===== src/rtl/pwm_fade_ctrl.sv =====
// pwm_fade_ctrl
// Purpose: PWM generator whose duty level fades from its current value toward
//          a commanded target, one level step every cmd_rate PWM periods.
// Ports:
//   clk        - single clock, all state changes on its rising edge
//   rst        - asynchronous active-high reset
//   cmd_valid  - fade command offered
//   cmd_ready  - high while the block can accept a command (IDLE only)
//   cmd_target - requested final duty level (clamped to MAX_LEVEL)
//   cmd_rate   - PWM periods per one-level step (0 treated as 1)
//   level      - current duty level
//   pwm_out    - registered PWM waveform, duty = level / MAX_LEVEL
//   busy       - high while a fade is in progress
//   done       - one-cycle pulse when a fade completes
module pwm_fade_ctrl #(
  parameter int MAX_LEVEL  = 10,
  parameter int INIT_LEVEL = 5
) (
  input  logic       clk,
  input  logic       rst,
  input  logic       cmd_valid,
  output logic       cmd_ready,
  input  logic [3:0] cmd_target,
  input  logic [7:0] cmd_rate,
  output logic [3:0] level,
  output logic       pwm_out,
  output logic       busy,
  output logic       done
);

  localparam logic [3:0] MAX_L  = 4'(MAX_LEVEL);
  localparam logic [3:0] INIT_L = 4'(INIT_LEVEL);

  typedef enum logic [1:0] {
    ST_IDLE,
    ST_RAMP,
    ST_DONE
  } state_t;

  state_t     r_state;
  state_t     w_state_next;

  logic [3:0] r_cnt;
  logic [3:0] r_level;
  logic [3:0] r_target;
  logic [7:0] r_rate;
  logic [7:0] r_rc;
  logic       r_pwm;

  logic       w_boundary;
  logic       w_accept;
  logic       w_step;
  logic [3:0] w_cmd_target;
  logic [7:0] w_cmd_rate;
  logic [3:0] w_level_step;

  // Last cycle of each PWM period; the only cycle on which level may move.
  assign w_boundary   = (r_cnt == MAX_L);
  assign w_accept     = (r_state == ST_IDLE) && cmd_valid;
  assign w_cmd_target = (cmd_target > MAX_L) ? MAX_L : cmd_target;
  assign w_cmd_rate   = (cmd_rate == 8'd0) ? 8'd1 : cmd_rate;

  // A step happens when the rate counter has seen 'rate' boundaries.
  assign w_step = (r_state == ST_RAMP) && w_boundary && (r_rc == (r_rate - 8'd1));

  // One level toward target; the equal case cannot occur in RAMP but is held
  // anyway so level can never leave the 0..MAX_LEVEL range.
  assign w_level_step = (r_target > r_level) ? (r_level + 4'd1) :
                        (r_target < r_level) ? (r_level - 4'd1) : r_level;

  always_ff @(posedge clk or posedge rst) begin
    if (rst) begin
      r_state <= ST_IDLE;
    end else begin
      r_state <= w_state_next;
    end
  end

  always_comb begin
    w_state_next = r_state;
    case (r_state)
      ST_IDLE: begin
        if (cmd_valid) begin
          w_state_next = (w_cmd_target == r_level) ? ST_DONE : ST_RAMP;
        end
      end
      ST_RAMP: begin
        if (w_step && (w_level_step == r_target)) begin
          w_state_next = ST_DONE;
        end
      end
      ST_DONE: w_state_next = ST_IDLE;
      default: w_state_next = ST_IDLE;
    endcase
  end

  always_ff @(posedge clk or posedge rst) begin
    if (rst) begin
      r_cnt    <= 4'd1;
      r_level  <= INIT_L;
      r_target <= INIT_L;
      r_rate   <= 8'd1;
      r_rc     <= 8'd0;
      r_pwm    <= 1'b0;
    end else begin
      // Period counter runs 1..MAX_LEVEL regardless of FSM state.
      r_cnt <= w_boundary ? 4'd1 : (r_cnt + 4'd1);
      r_pwm <= (r_cnt <= r_level);

      if (w_accept) begin
        r_target <= w_cmd_target;
        r_rate   <= w_cmd_rate;
        r_rc     <= 8'd0;
      end else if ((r_state == ST_RAMP) && w_boundary) begin
        if (w_step) begin
          r_level <= w_level_step;
          r_rc    <= 8'd0;
        end else begin
          r_rc <= r_rc + 8'd1;
        end
      end
    end
  end

  assign level     = r_level;
  assign pwm_out   = r_pwm;
  assign cmd_ready = (r_state == ST_IDLE);
  assign busy      = (r_state == ST_RAMP);
  assign done      = (r_state == ST_DONE);

endmodule


===== config.mk =====
export PLATFORM = sky130hd
export DESIGN_NAME = pwm_fade_ctrl
export DESIGN_NICKNAME = d
export VERILOG_FILES = /design/src/rtl/pwm_fade_ctrl.sv
export SDC_FILE = /design/constraint.sdc
export NUM_CORES = 1
export LEC_CHECK = 0
export CAP_MARGIN = 5
export CORE_UTILIZATION = 41
export DETAILED_ROUTE_END_ITERATION = 10
export PLACE_DENSITY_LB_ADDON = 0.1
export SYNTH_ARGS = -nofsm -noshare
export SYNTH_HDL_FRONTEND = slang
export SYNTH_SLANG_ARGS = --single-unit

===== constraint.sdc =====
create_clock -name clk -period 4.2 [get_ports clk]
set_clock_uncertainty 0.15 [all_clocks]
set_input_delay 0.84 -clock clk [delete_from_list [all_inputs] [get_ports clk]]
set_output_delay 0.84 -clock clk [all_outputs]
set_load 0.1 [all_outputs]

==> summary.md <==
| Metric | Value |
|---|---|
| Status | `completed` |
| Antenna violations before repair | `0` |
| Startpoint Class | `register` |
| HP Class | `register to register` |
| Clk buf depth | `2` |
| Worst Path Buf+Inv | `1` |
| Highest-delay cell along the critical path | `clkdlybuf4s50_1` |
| Setup_tns | `0 ns` |
| Most frequent cell after synthesis | `nand2_1` |
| CP Cell Sequence | `clkdlybuf4s50_1` |
| Cell Area, Synth | `0.00221 mm^2` |
| Leak | `1.09 nW` |
| Max-slew headroom | `34.6%` |
| Final Wtd Congestion | `0.794` |
| ANT nets after route | `0` |
| CP arrival | `roughly 2.1 ns` |
| Worst Setup SP | `level[0]$_DFFE_PP1P_` |
| Max-cap violations | `0` |
| Hold_buf cts | `0` |
| Crit path capture | `level[0]` |
| Die width | `75.4 um` |
| Postcts setup bufs | `0` |
| Pint | `between 0.6 and 0.7 mW` |
| Max Clk Rate | `about 320 MHz` |
| Power Dens Cells | `429 mW/mm^2` |
| # H-tree levels | `2` |
| RSZ-0062 raised after global routing | `no` |
| ANT cells | `0` |
| Detailed Place HPWL | `3530 um` |
| FF-to-FF Start | `level[1]$_DFFE_PP0P_` |
| Yosys cell types | `57` |
| Number of cells on the critical path | `1` |
| Flop pwr share | `roughly 41%` |
| Worst reg-to-reg setup slack | `1.35 ns` |
| Ys Warns | `0` |
| Max FO, Critical Path | `10` |
| Yosys reg bits | `31` |
| Final hold viol count | `0` |
| Pwr Total | `1.10 mW` |
| Post-synthesis cell count | `253` |
| Die height | `75.4 um` |
| Row cnt | `26` |
| All-layer global routing usage | `18.2%` |
| Final Critical Period | `3.10 ns` |
| Vias in the first global route | `about 1600` |
| First-pass GRT wire length | `just under 8000 um` |
| Number of enable flip-flop cells after synthesis | `0` |
| Root Driver | `clkbuf_8` |
| Worst-Skew Late Latency | `0.27 ns` |
| Count of final setup violators | `0` |
| CTS resizes | `0` |
| First DRT Iteration DRCs | `a little over 90` |
| Slowest cell delay on critical path | `1.18 ns` |
| Routed wire length | `4730 um` |
| Setup CP Type | `register to output pin` |
| Core box area | `0.00514 mm^2` |
| Routed len/inst | `13.7 um` |
| Top post-synthesis cells by count | `nand2_1 (46), dfrtp_1 (25), inv_1 (15)` |
| Synth top area share | `between 20% and 30%` |
| Largest net degree at the start of global routing | `32` |
| Total grt overflow | `0` |
| IO Pins | `23` |
| Max-slew violations | `0` |
| Die area | `0.00569 mm^2` |
| Final period util | `73.8%` |
| Crit-path leading delay family | `buffers and inverters` |
| Port Buffer Count | `22` |
| DRC Markers | `0` |
| Async set or reset register ratio after synthesis | `100%` |
| Top FF cell, synth | `dfrtp_1` |
| Avg Cell Area, Syn | `8.74 um^2` |
| Max VDD drop | `0.166 mV` |
| Starting density of the core | `43.0%` |
| Area grow syn2layout | `16.5%` |
| Top post-synthesis cells by area | `dfrtp_1 (28%), nand2_1 (7.8%), dfstp_2 (7.1%), ha_1 (6.8%), xnor2_1 (4.8%)` |
| NetSw | `about 0.43 mW` |
| Drt pass-1 iters | `4` |
| Worst EP required | `3.21 ns` |
| Layout cell share with drive strength beyond 1 | `11.6%` |
| Worst r2r path cells | `8` |
| TritonCTS clock tree | `done` |
| Synthesized net count | `280` |
| Worst-path clk slew | `0.06 ns` |
| Net Sw Frac | `38.9%` |
| Largest area contributor in the netlist | `dfrtp_1` |
| CTS buffer count | `5` |
| Vias | `1819` |
| Final #Nets | `302` |
| Clk sinks | `31` |
| Logic pwr share | `37.2%` |
| Worst R2R End | `r_state[0]$_DFFE_PP0P_` |
| Seq/Total Area, Yosys | `35.4%` |
| Clk pwr share | `about a fifth` |
| Crit. End Element | `output pin` |
| Via/cell ratio | `5.26` |
| Least-Margin Pin Slew | `0.978 ns` |
## registers in the layout, summed over array words and instances, names as in the netlist
register / count
level: 4
r_cnt: 4
r_target: 4
r_rc: 8
r_state: 2
pwm_out: 1
r_rate: 8
## power groups by stage
stage / clock network, mW / logic, mW / registers, mW
after floorplan: 0 / 0.328 / 0.458
after global placement: 0 / 0.408 / 0.463
after detailed placement: 0 / 0.412 / 0.463
after CTS: 0.247 / 0.414 / 0.458
after global routing: 0.259 / 0.460 / 0.470
final: 0.236 / 0.411 / 0.458
## stage by stage
stage | instance area (um^2) | setup slack (ns) | hold slack [ns] | instances | utilization (%)
after floorplan | 2210 | 0.845 | 0.300 | 253 | -
after detailed placement | 2480 | 1.31 | 0.323 | 338 | 48.3
after global routing | 2580 | 1.05 | 0.375 | 346 | 50.1
after CTS | 2580 | 1.08 | 0.339 | 346 | 50.1
after global placement | 2480 | 1.33 | 0.324 | 338 | 48.3
final | 2580 | 1.10 | 0.337 | 346 | 50.1
## per-layer routing
metal  up-vias  GRT usage, %  part of all wire [%]
met4         0          4.32                  0.44
met2        37          27.9                    43
met5         -             0                     0
met1       853          26.3                    52
met3         2          3.97                   4.1
li1        927             -                     -
## cell families (layout without fill, tap and decap cells)
group,count (synthesis),in the layout,synth area share [%]
compound gates,49,49,15.5
simple gates,112,112,27.2
mux,2,2,0.906
fa+ha+maj,12,12,6.79
flops,31,31,35.4
xor+xnor,23,23,9.45
buf+inv,24,47,4.75
## cell type report
cell class / instances / area, um^2
Clock buffer: 7 / 86.3
Clock inverter: 1 / 5.00
Fill cell: 543 / 2560
Inverter: 15 / 56.3
Multi-Input combinational cell: 198 / 1320
Sequential cell: 31 / 783
Tap cell: 70 / 87.6
Timing Repair Buffer: 24 / 235
## cells in the final DEF (no fill, tap or decap), types with 7 or more instances in the layout
cell and count:
xor2_1 10, inv_1 15, xnor2_1 12, clkdlybuf4s50_1 22, nand2_1 46, nor2_1 13, ha_1 12, a21oi_1 7
o21ai_0 14, dfrtp_1 25, nand3_1 13
## worst min-delay path by stage
stage | startpoint | to | cells past startpoint
3_3_place_gp | r_target[2]$_DFFE_PP1P_ | r_target[2]$_DFFE_PP1P_ | 2
5_1_grt | r_target[2]$_DFFE_PP1P_ | r_target[2]$_DFFE_PP1P_ | 2
2_1_floorplan | r_target[2]$_DFFE_PP1P_ | r_target[2]$_DFFE_PP1P_ | 2
3_5_place_dp | r_target[2]$_DFFE_PP1P_ | r_target[2]$_DFFE_PP1P_ | 2
4_1_cts | r_target[2]$_DFFE_PP1P_ | r_target[2]$_DFFE_PP1P_ | 2
6_report | r_target[2]$_DFFE_PP1P_ | r_target[2]$_DFFE_PP1P_ | 2
No activity file was read; power rests on OpenSTA's default activity.
